<file path="config.mk">
export PLATFORM = sky130hd
export DESIGN_NAME = data_bus_arbiter
export DESIGN_NICKNAME = d
export VERILOG_FILES = /design/src/rtl/data_bus_arb_pkg.sv /design/src/rtl/arb_rr2.sv /design/src/rtl/data_bus_arbiter.sv
export SDC_FILE = /design/constraint.sdc
export NUM_CORES = 1
export LEC_CHECK = 0
export ABC_AREA = 1
export CAP_MARGIN = 10
export CORE_AREA = 2 2 140 142
export DETAILED_ROUTE_END_ITERATION = 10
export DIE_AREA = 0 0 142 144
export PLACE_DENSITY_LB_ADDON = 0.2
export SLEW_MARGIN = 20
export SYNTH_ARGS = -nofsm -noshare
export SYNTH_HDL_FRONTEND = slang
export SYNTH_HIERARCHICAL = 1
export SYNTH_SLANG_ARGS = --single-unit
</file>
<file path="constraint.sdc">
create_clock -name clk -period 13.2 [get_ports clk]
set_input_delay 1.98 -clock clk [delete_from_list [all_inputs] [get_ports clk]]
set_output_delay 1.98 -clock clk [all_outputs]
set_load 0.01 [all_outputs]
</file>
<file path="src/rtl/data_bus_arb_pkg.sv">
// Shared types for the two-requester data bus arbiter.
package data_bus_arb_pkg;

   typedef enum logic [1:0] {
      IDLE   = 2'd0,
      ACCESS = 2'd1,
      DONE   = 2'd2
   } state_e;

   typedef enum logic {
      GRANT_CPU = 1'b0,
      GRANT_EXT = 1'b1
   } grant_e;

   localparam int WAIT_MAX = 15;

endpackage

</file>
<file path="src/rtl/arb_rr2.sv">
// Two-requester tie-break with last-grant memory; grants only while arb_en (IDLE).
// DATA_BUS_ARB_CPU_PRIORITY_EN selects fixed CPU priority instead of round-robin.
module arb_rr2
   import data_bus_arb_pkg::*;
(
   input  logic       clk,
   input  logic       rst,
   input  logic       arb_en,
   input  logic       cpu_req,
   input  logic       ext_req,
   output logic [1:0] grant,
   output logic       grant_valid
);

`ifdef DATA_BUS_ARB_CPU_PRIORITY_EN
   always_comb begin
      grant = 2'b00;
      if (arb_en) begin
         if (cpu_req)      grant[GRANT_CPU] = 1'b1;
         else if (ext_req) grant[GRANT_EXT] = 1'b1;
      end
      grant_valid = |grant;
   end
`else
   grant_e last_grant;

   // Starts at EXT so the first tie after reset goes to the CPU.
   always_ff @(posedge clk or posedge rst) begin
      if (rst)              last_grant <= GRANT_EXT;
      else if (grant_valid) last_grant <= grant[GRANT_EXT] ? GRANT_EXT : GRANT_CPU;
   end

   always_comb begin
      grant = 2'b00;
      if (arb_en) begin
         if (cpu_req && ext_req) begin
            if (last_grant == GRANT_EXT) grant[GRANT_CPU] = 1'b1;
            else                         grant[GRANT_EXT] = 1'b1;
         end else begin
            grant[GRANT_CPU] = cpu_req;
            grant[GRANT_EXT] = ext_req;
         end
      end
      grant_valid = |grant;
   end
`endif

endmodule

</file>
<file path="src/rtl/data_bus_arbiter.sv">
// Shares one memory/IO bus between the CPU load/store port and an ext loader port,
// with WAIT_CYCLES wait states per access. Option: DATA_BUS_ARB_CPU_PRIORITY_EN.
module data_bus_arbiter
   import data_bus_arb_pkg::*;
#(
   parameter int ADDR_W      = 32,
   parameter int DATA_W      = 32,
   parameter int WAIT_CYCLES = 1,
   parameter int CNT_W       = 4
) (
   input  logic              clk,
   input  logic              rst,
   input  logic              cpu_req,
   input  logic              cpu_we,
   input  logic [ADDR_W-1:0] cpu_addr,
   input  logic [DATA_W-1:0] cpu_wdata,
   output logic [DATA_W-1:0] cpu_rdata,
   output logic              cpu_ready,
   output logic              cpu_stall,
   input  logic              ext_req,
   input  logic              ext_we,
   input  logic [ADDR_W-1:0] ext_addr,
   input  logic [DATA_W-1:0] ext_wdata,
   output logic [DATA_W-1:0] ext_rdata,
   output logic              ext_ready,
   output logic [ADDR_W-1:0] bus_addr,
   output logic [DATA_W-1:0] bus_wdata,
   output logic              bus_we,
   output logic              bus_re,
   input  logic [DATA_W-1:0] bus_rdata
);

   localparam int              WAIT_EFF = (WAIT_CYCLES > WAIT_MAX) ? WAIT_MAX : WAIT_CYCLES;
   localparam logic [CNT_W-1:0] CNT_INIT = CNT_W'(WAIT_EFF);

   state_e             state, state_nxt;
   logic [CNT_W-1:0]   cnt;
   grant_e             winner;
   logic               lat_we;
   logic [1:0]         grant;
   logic               grant_valid;

   arb_rr2 u_arb (
      .clk         (clk),
      .rst         (rst),
      .arb_en      (state == IDLE),
      .cpu_req     (cpu_req),
      .ext_req     (ext_req),
      .grant       (grant),
      .grant_valid (grant_valid)
   );

   always_ff @(posedge clk or posedge rst) begin
      if (rst) state <= IDLE;
      else     state <= state_nxt;
   end

   always_comb begin
      state_nxt = state;
      case (state)
         IDLE:    if (grant_valid) state_nxt = ACCESS;
         ACCESS:  if (cnt == '0)   state_nxt = DONE;
         DONE:    state_nxt = IDLE;
         default: state_nxt = IDLE;
      endcase
   end

   // Requester fields are captured at grant so later input changes cannot disturb the access.
   always_ff @(posedge clk or posedge rst) begin
      if (rst) begin
         cnt       <= '0;
         bus_addr  <= '0;
         bus_wdata <= '0;
         lat_we    <= 1'b0;
         winner    <= GRANT_CPU;
         cpu_rdata <= '0;
         ext_rdata <= '0;
      end else begin
         case (state)
            IDLE: begin
               if (grant_valid) begin
                  cnt <= CNT_INIT;
                  if (grant[GRANT_EXT]) begin
                     winner    <= GRANT_EXT;
                     lat_we    <= ext_we;
                     bus_addr  <= ext_addr;
                     bus_wdata <= ext_wdata;
                  end else begin
                     winner    <= GRANT_CPU;
                     lat_we    <= cpu_we;
                     bus_addr  <= cpu_addr;
                     bus_wdata <= cpu_wdata;
                  end
               end
            end
            ACCESS: begin
               if (cnt != '0) begin
                  cnt <= cnt - 1'b1;
               end else if (!lat_we) begin
                  if (winner == GRANT_CPU) cpu_rdata <= bus_rdata;
                  else                     ext_rdata <= bus_rdata;
               end
            end
            default: ;
         endcase
      end
   end

   assign bus_we    = (state == ACCESS) &&  lat_we;
   assign bus_re    = (state == ACCESS) && !lat_we;
   assign cpu_ready = (state == DONE) && (winner == GRANT_CPU);
   assign ext_ready = (state == DONE) && (winner == GRANT_EXT);
   assign cpu_stall = cpu_req & ~cpu_ready;

endmodule

</file>
==> results_dict.tcl, run 1 <==
set metrics [dict create \
    tns_ns 0 \
    dieArea_um2 20400 \
    rsz0062_at_grt "false" \
    clkSlewWorstSetupHoldPaths_ns 0.06 \
    cp.arrival_ns 3.15 \
    clock.fmax_mhz 195 \
    slew_headroom 0.297 \
    firstDrtPassIters 5 \
    yosysWarningCount 6 \
    cp-start-kind "input port" \
    hpwl_um 13000 \
    gr-usage-met1 0.206 \
    synth_nets 863 \
    vias 5642 \
    die_h_um 144 \
    syn_inst 695 \
    status "finished clean" \
    via_per_inst 4.62 \
    gr-total-overflow 0 \
    use_met3 0.0841 \
    post-route-util 0.504 \
    leakagePower_nw 4.00 \
    drt_wl_total_um 18800 \
    grt_max_degree 116 \
    fin_hold_ws_ns 0.478 \
    postCtsHoldBufs 0 \
    post_cts_buffers 0 \
    critPathMaxFanout 3 \
    use_met2 0.315 \
    worstSkewPairLatency_ns 0.42 \
    io_pins 299 \
    rrSetupSlack_ns 10.62 \
    instances_no_fill 1221 \
    place_ws_ns 8.07 \
    fin_skew_ns 0.00793 \
    maxSlewViolCount 0 \
    worst_pin_slew_ns 1.05 \
    crit_chain "clkdlybuf4s50_1, o21ai_0, inv_1, clkdlybuf4s50_1" \
    final_common_cell "clkdlybuf4s50_1" \
    irDropWorstVdd_v 0.000118 \
    grt_use_total 0.184 \
    cpMostUsedCell "clkdlybuf4s50_1" \
    cts_made_buffers 17 \
    cts_sinks 137 \
    power_density_nw_per_um2 239 \
    dieWidth_um 142 \
    initial_core_util 0.314 \
    ant_nets 0 \
    cp.buffers_inverters 3 \
    dp.cells 1189 \
    setup_violations 0 \
    core_um2 19100 \
    fin_crit_sh 0.389 \
    period_minus_slack_ns 5.13 \
    final_cell_mix "clkdlybuf4s50_1 (298), nand2_1 (270), dfrtp_1 (136)" \
    syn_avg_cell_area_um2 8.61 \
    critPathCaptureType "output pin" \
    antenna_found_initial 0 \
    cts-resized-gates 0 \
    grt_pass1_wl_um 29300 \
    drive_gt1_frac 0.0549 \
    grt_pass1_vias 5672 \
    hold_violations 0 \
    worst_slack_ns 8.07 \
    busiest_layer "met2" \
    clock-root-buffer "clkbuf_16" \
    critPathSlowestCell "clkdlybuf4s50_1" \
    num_rows 51 \
    critPathKind "in -> out" \
    cp.required_ns 11.22 \
    gp_congestion 0.742 \
    area_delta_synth_final_pct 60.7 \
    drc 0 \
    crit_family "buffers and inverters" \
    io_buffers 298 \
    fin_total_pwr_mw 2.30 \
    drt_iter0_drc 250 \
    wl_per_cell_um 15.4 \
    fin_area_um2 9610 \
    netlist_area_um2 5980 \
    cts_tree "done" \
    postPlaceCellArea_um2 9010 \
    slowest_delay_ns 0.52 \
    clockBufferDepth 2 \
    cts_max_level 4 \
    drv_cap 0 \
    hold_class "reg -> reg" \
    nets 1138 \
    diodes 0 \
]
==> per-layer routing <==
layer | vias to the layer above | part of all wire
met3 | 19 | 0.10
met1 | 2610 | 0.40
met2 | 201 | 0.49
met4 | 0 | 0.013
li1 | 2812 | -
met5 | - | 0
==> final cells by class <==
cell class	instances	area, um2
clock buffers	18	439
clock inverters	14	163
fillers	1827	9470
inverters	13	55.1
multi-input cells	498	2210
flip-flops and latches	137	3430
well taps	238	298
repair buffers	303	3020
==> final timing paths <==
| path | start | to | cells past startpoint |
|---|---|---|---|
| setup / recovery | cpu_req | cpu_stall | 4 |
| hold / removal | u_arb/last_grant | u_arb/last_grant | 2 |
| setup reg to reg | state[1] | bus_wdata[16] | 8 |
| hold reg to reg | u_arb/last_grant | u_arb/last_grant | 2 |
| max in group asynchronous | rst | bus_wdata[29] | 3 |
| min in group asynchronous | rst | u_arb/last_grant | 2 |
==> state kept, by name, indices dropped and copies added, names as in the netlist <==
register	count
cpu_rdata	32
bus_wdata	32
state	2
lat_we	1
u_arb/last_grant	1
ext_rdata	32
bus_addr	32
winner	1
cnt	4
==> power by group <==
part / total, mW / internal [mW] / switching, mW
Combinational: 1.07 / 0.523 / 0.551
Clock: 0.489 / 0.288 / 0.201
Sequential: 0.736 / 0.629 / 0.106
Total: 2.30 / 1.44 / 0.858
==> tightest hold or removal path, stage by stage (launching register included) <==
cell and delay (ns):
dfstp_2 0.37, nand3_2 0.06, nand2_1 0.04
(Power assumes the default switching activity.)
==> run 2: changes to the inputs <==
clock period = 4.5 ns   (was 13.2 ns; I/O delays follow)
==> run 2 against run 1 <==
  * Count of clock-buffer cells in the layout increased by 2
  * Clock skew decreased by 0.0010 ns
  * Sequential share of layout area decreased by 0.17 points
  * Sequential power increased to 2.9 times the previous value
  * Via count increased by 0.60%
  * Combinational power increased to 2.9 times the previous value
  * Critical path type is now reg -> out
  * Largest power group unchanged
==> results_dict.tcl, run 2 (synthesis results as in run 1) <==
set metrics [dict create \
    critPathSlowestCell "clkdlybuf4s50_1" \
    irDropWorstVdd_v 0.000323 \
    dieArea_um2 20400 \
    clock-root-buffer "clkbuf_16" \
    clockBufferDepth 2 \
    rrSetupSlack_ns 2.07 \
    slowest_delay_ns 0.55 \
    cts_sinks 137 \
    tns_ns 0 \
    io_pins 299 \
    pwr-share-seq 0.318 \
    fin_total_pwr_mw 6.81 \
    worstSkewPairLatency_ns 0.41 \
    grt_max_degree 131 \
    p_int_mw 4.35 \
    final_cell_mix "clkdlybuf4s50_1 (298), nand2_1 (270), dfrtp_1 (136)" \
    cp.arrival_ns 1.87 \
    cp.required_ns 3.83 \
    ant_nets 0 \
    dieWidth_um 142 \
    via_per_inst 4.65 \
    crit_chain "nor2_4, inv_1, nor2_1, clkdlybuf4s50_1" \
    rsz0062_at_grt "false" \
    post_cts_buffers 0 \
    critPathLaunch "state[1]" \
    crit_family "buffers and inverters" \
    diodes 0 \
    drc 0 \
    cp-start-kind "register" \
    nets 1139 \
    num_rows 51 \
    critPathMaxFanout 6 \
    comb_power_share 0.463 \
    grt_use_total 0.184 \
    cts_tree "done" \
    register_area_um2 3430 \
    wl_per_cell_um 15.4 \
    hpwl_um 13000 \
    clkSlewWorstSetupHoldPaths_ns 0.06 \
    endpoint "bus_re" \
    min_from "cpu_rdata[10]" \
    grt_pass1_wl_um 29400 \
    multi_input_comb_area_um2 2210 \
    power_density_nw_per_um2 705 \
    setup_violations 0 \
    drive_gt1_frac 0.0539 \
    path_depth 4 \
    hold_class "reg -> reg" \
    drv_cap 0 \
    cts_max_level 4 \
    status "finished clean" \
    final_common_cell "clkdlybuf4s50_1" \
    rr_endpoint "ext_rdata[13]" \
    postCtsHoldBufs 0 \
    drt_wl_total_um 18700 \
    fin_crit_sh 0.566 \
    fill_cells 1825 \
    firstDrtPassIters 5 \
    antenna_found_initial 0 \
    pwr-share-clk 0.219 \
    fin_skew_ns 0.00689 \
    hold_violations 0 \
    grt_pass1_vias 5547 \
    cts-resized-gates 0 \
    holdPathStages 2 \
    die_h_um 144 \
    io_buffers 298 \
    drt_iter0_drc 258 \
    leakagePower_nw 4.03 \
    core_um2 19100 \
    timing.rr.start "cnt[0]" \
    gr-total-overflow 0 \
    initial_core_util 0.314 \
    maxSlewViolCount 0 \
    slew_headroom 0.442 \
    clock.fmax_mhz 393 \
    p_sw_frac 0.361 \
    fin_hold_ws_ns 0.479 \
    gp_congestion 0.777 \
    vias 5676 \
    cts_made_buffers 17 \
    critPathCaptureType "output pin" \
    p_sw_mw 2.46 \
    area_delta_synth_final_pct 61.4 \
    worst_pin_slew_ns 0.835 \
    rr_worst_depth 6 \
    period_minus_slack_ns 2.55 \
    cp.buffers_inverters 2 \
    critPathKind "reg -> out" \
]
[run 2: changes by cell type in the layout (fill, tap and decap cells not counted)]
cell / previous run / this run
clkinv_4: 2 / 1
bufinv_16: 2 / 4
buf_12: 0 / 1
inv_6: 6 / 2
clkbuf_1: 0 / 1
inv_8: 1 / 0
clkbuf_8: 1 / 2
clkinvlp_4: 4 / 3
clkinv_2: 1 / 3
[run 2: worst reg2reg max path, delay by kind of cell, from the launching register on]
kind / cells / cell delay [ns]
flip-flops: 1 / 0.37
adder cells (fa/ha/maj): 1 / 0.20
AND/OR/NAND/NOR: 4 / 1.66
buffers and inverters: 1 / 0.13
[run 2: final cells by class]
class,count,share of cell area
repair buffers,304,0.315
multi-input cells,498,0.229
clock inverters,11,0.0176
inverters,13,0.00570
flip-flops and latches,137,0.355
clock buffers,20,0.0473
well taps,238,0.0308
[run 2: power groups by stage]
stage	logic (mW)	clock network, mW	registers [mW]
after floorplan	1.34	0	2.42
after global placement	3.18	0	2.16
after detailed placement	3.20	0	2.18
after CTS	3.20	1.53	2.17
after global routing	3.50	1.58	2.25
final	3.15	1.49	2.16
[run 2: routing by layer]
metal | wire length, um | global-route usage | up-vias
li1 | - | - | 2814
met5 | 0 | 0 | -
met1 | 7710 | 0.217 | 2632
met3 | 1890 | 0.0801 | 18
met4 | 259 | 0.0568 | 0
met2 | 8890 | 0.305 | 212
[run 2: worst min-delay path by stage]
stage	to
after floorplan	u_arb/last_grant
after global placement	cpu_rdata[2]
after detailed placement	cpu_rdata[10]
after CTS	u_arb/last_grant
after global routing	u_arb/last_grant
final	cpu_rdata[10]
[run 2: stage by stage]
| step | cells | util | area (um2) | setup slack, ns |
|---|---|---|---|---|
| 3_5_place_dp | 1190 | 0.473 | 9030 | 1.74 |
| 2_1_floorplan | 695 | - | 5980 | 0.186 |
| 6_report | 1221 | 0.506 | 9660 | 1.95 |
| 5_1_grt | 1221 | 0.506 | 9660 | 1.76 |
| 4_1_cts | 1221 | 0.506 | 9660 | 1.88 |
| 3_3_place_gp | 1190 | 0.473 | 9030 | 1.81 |
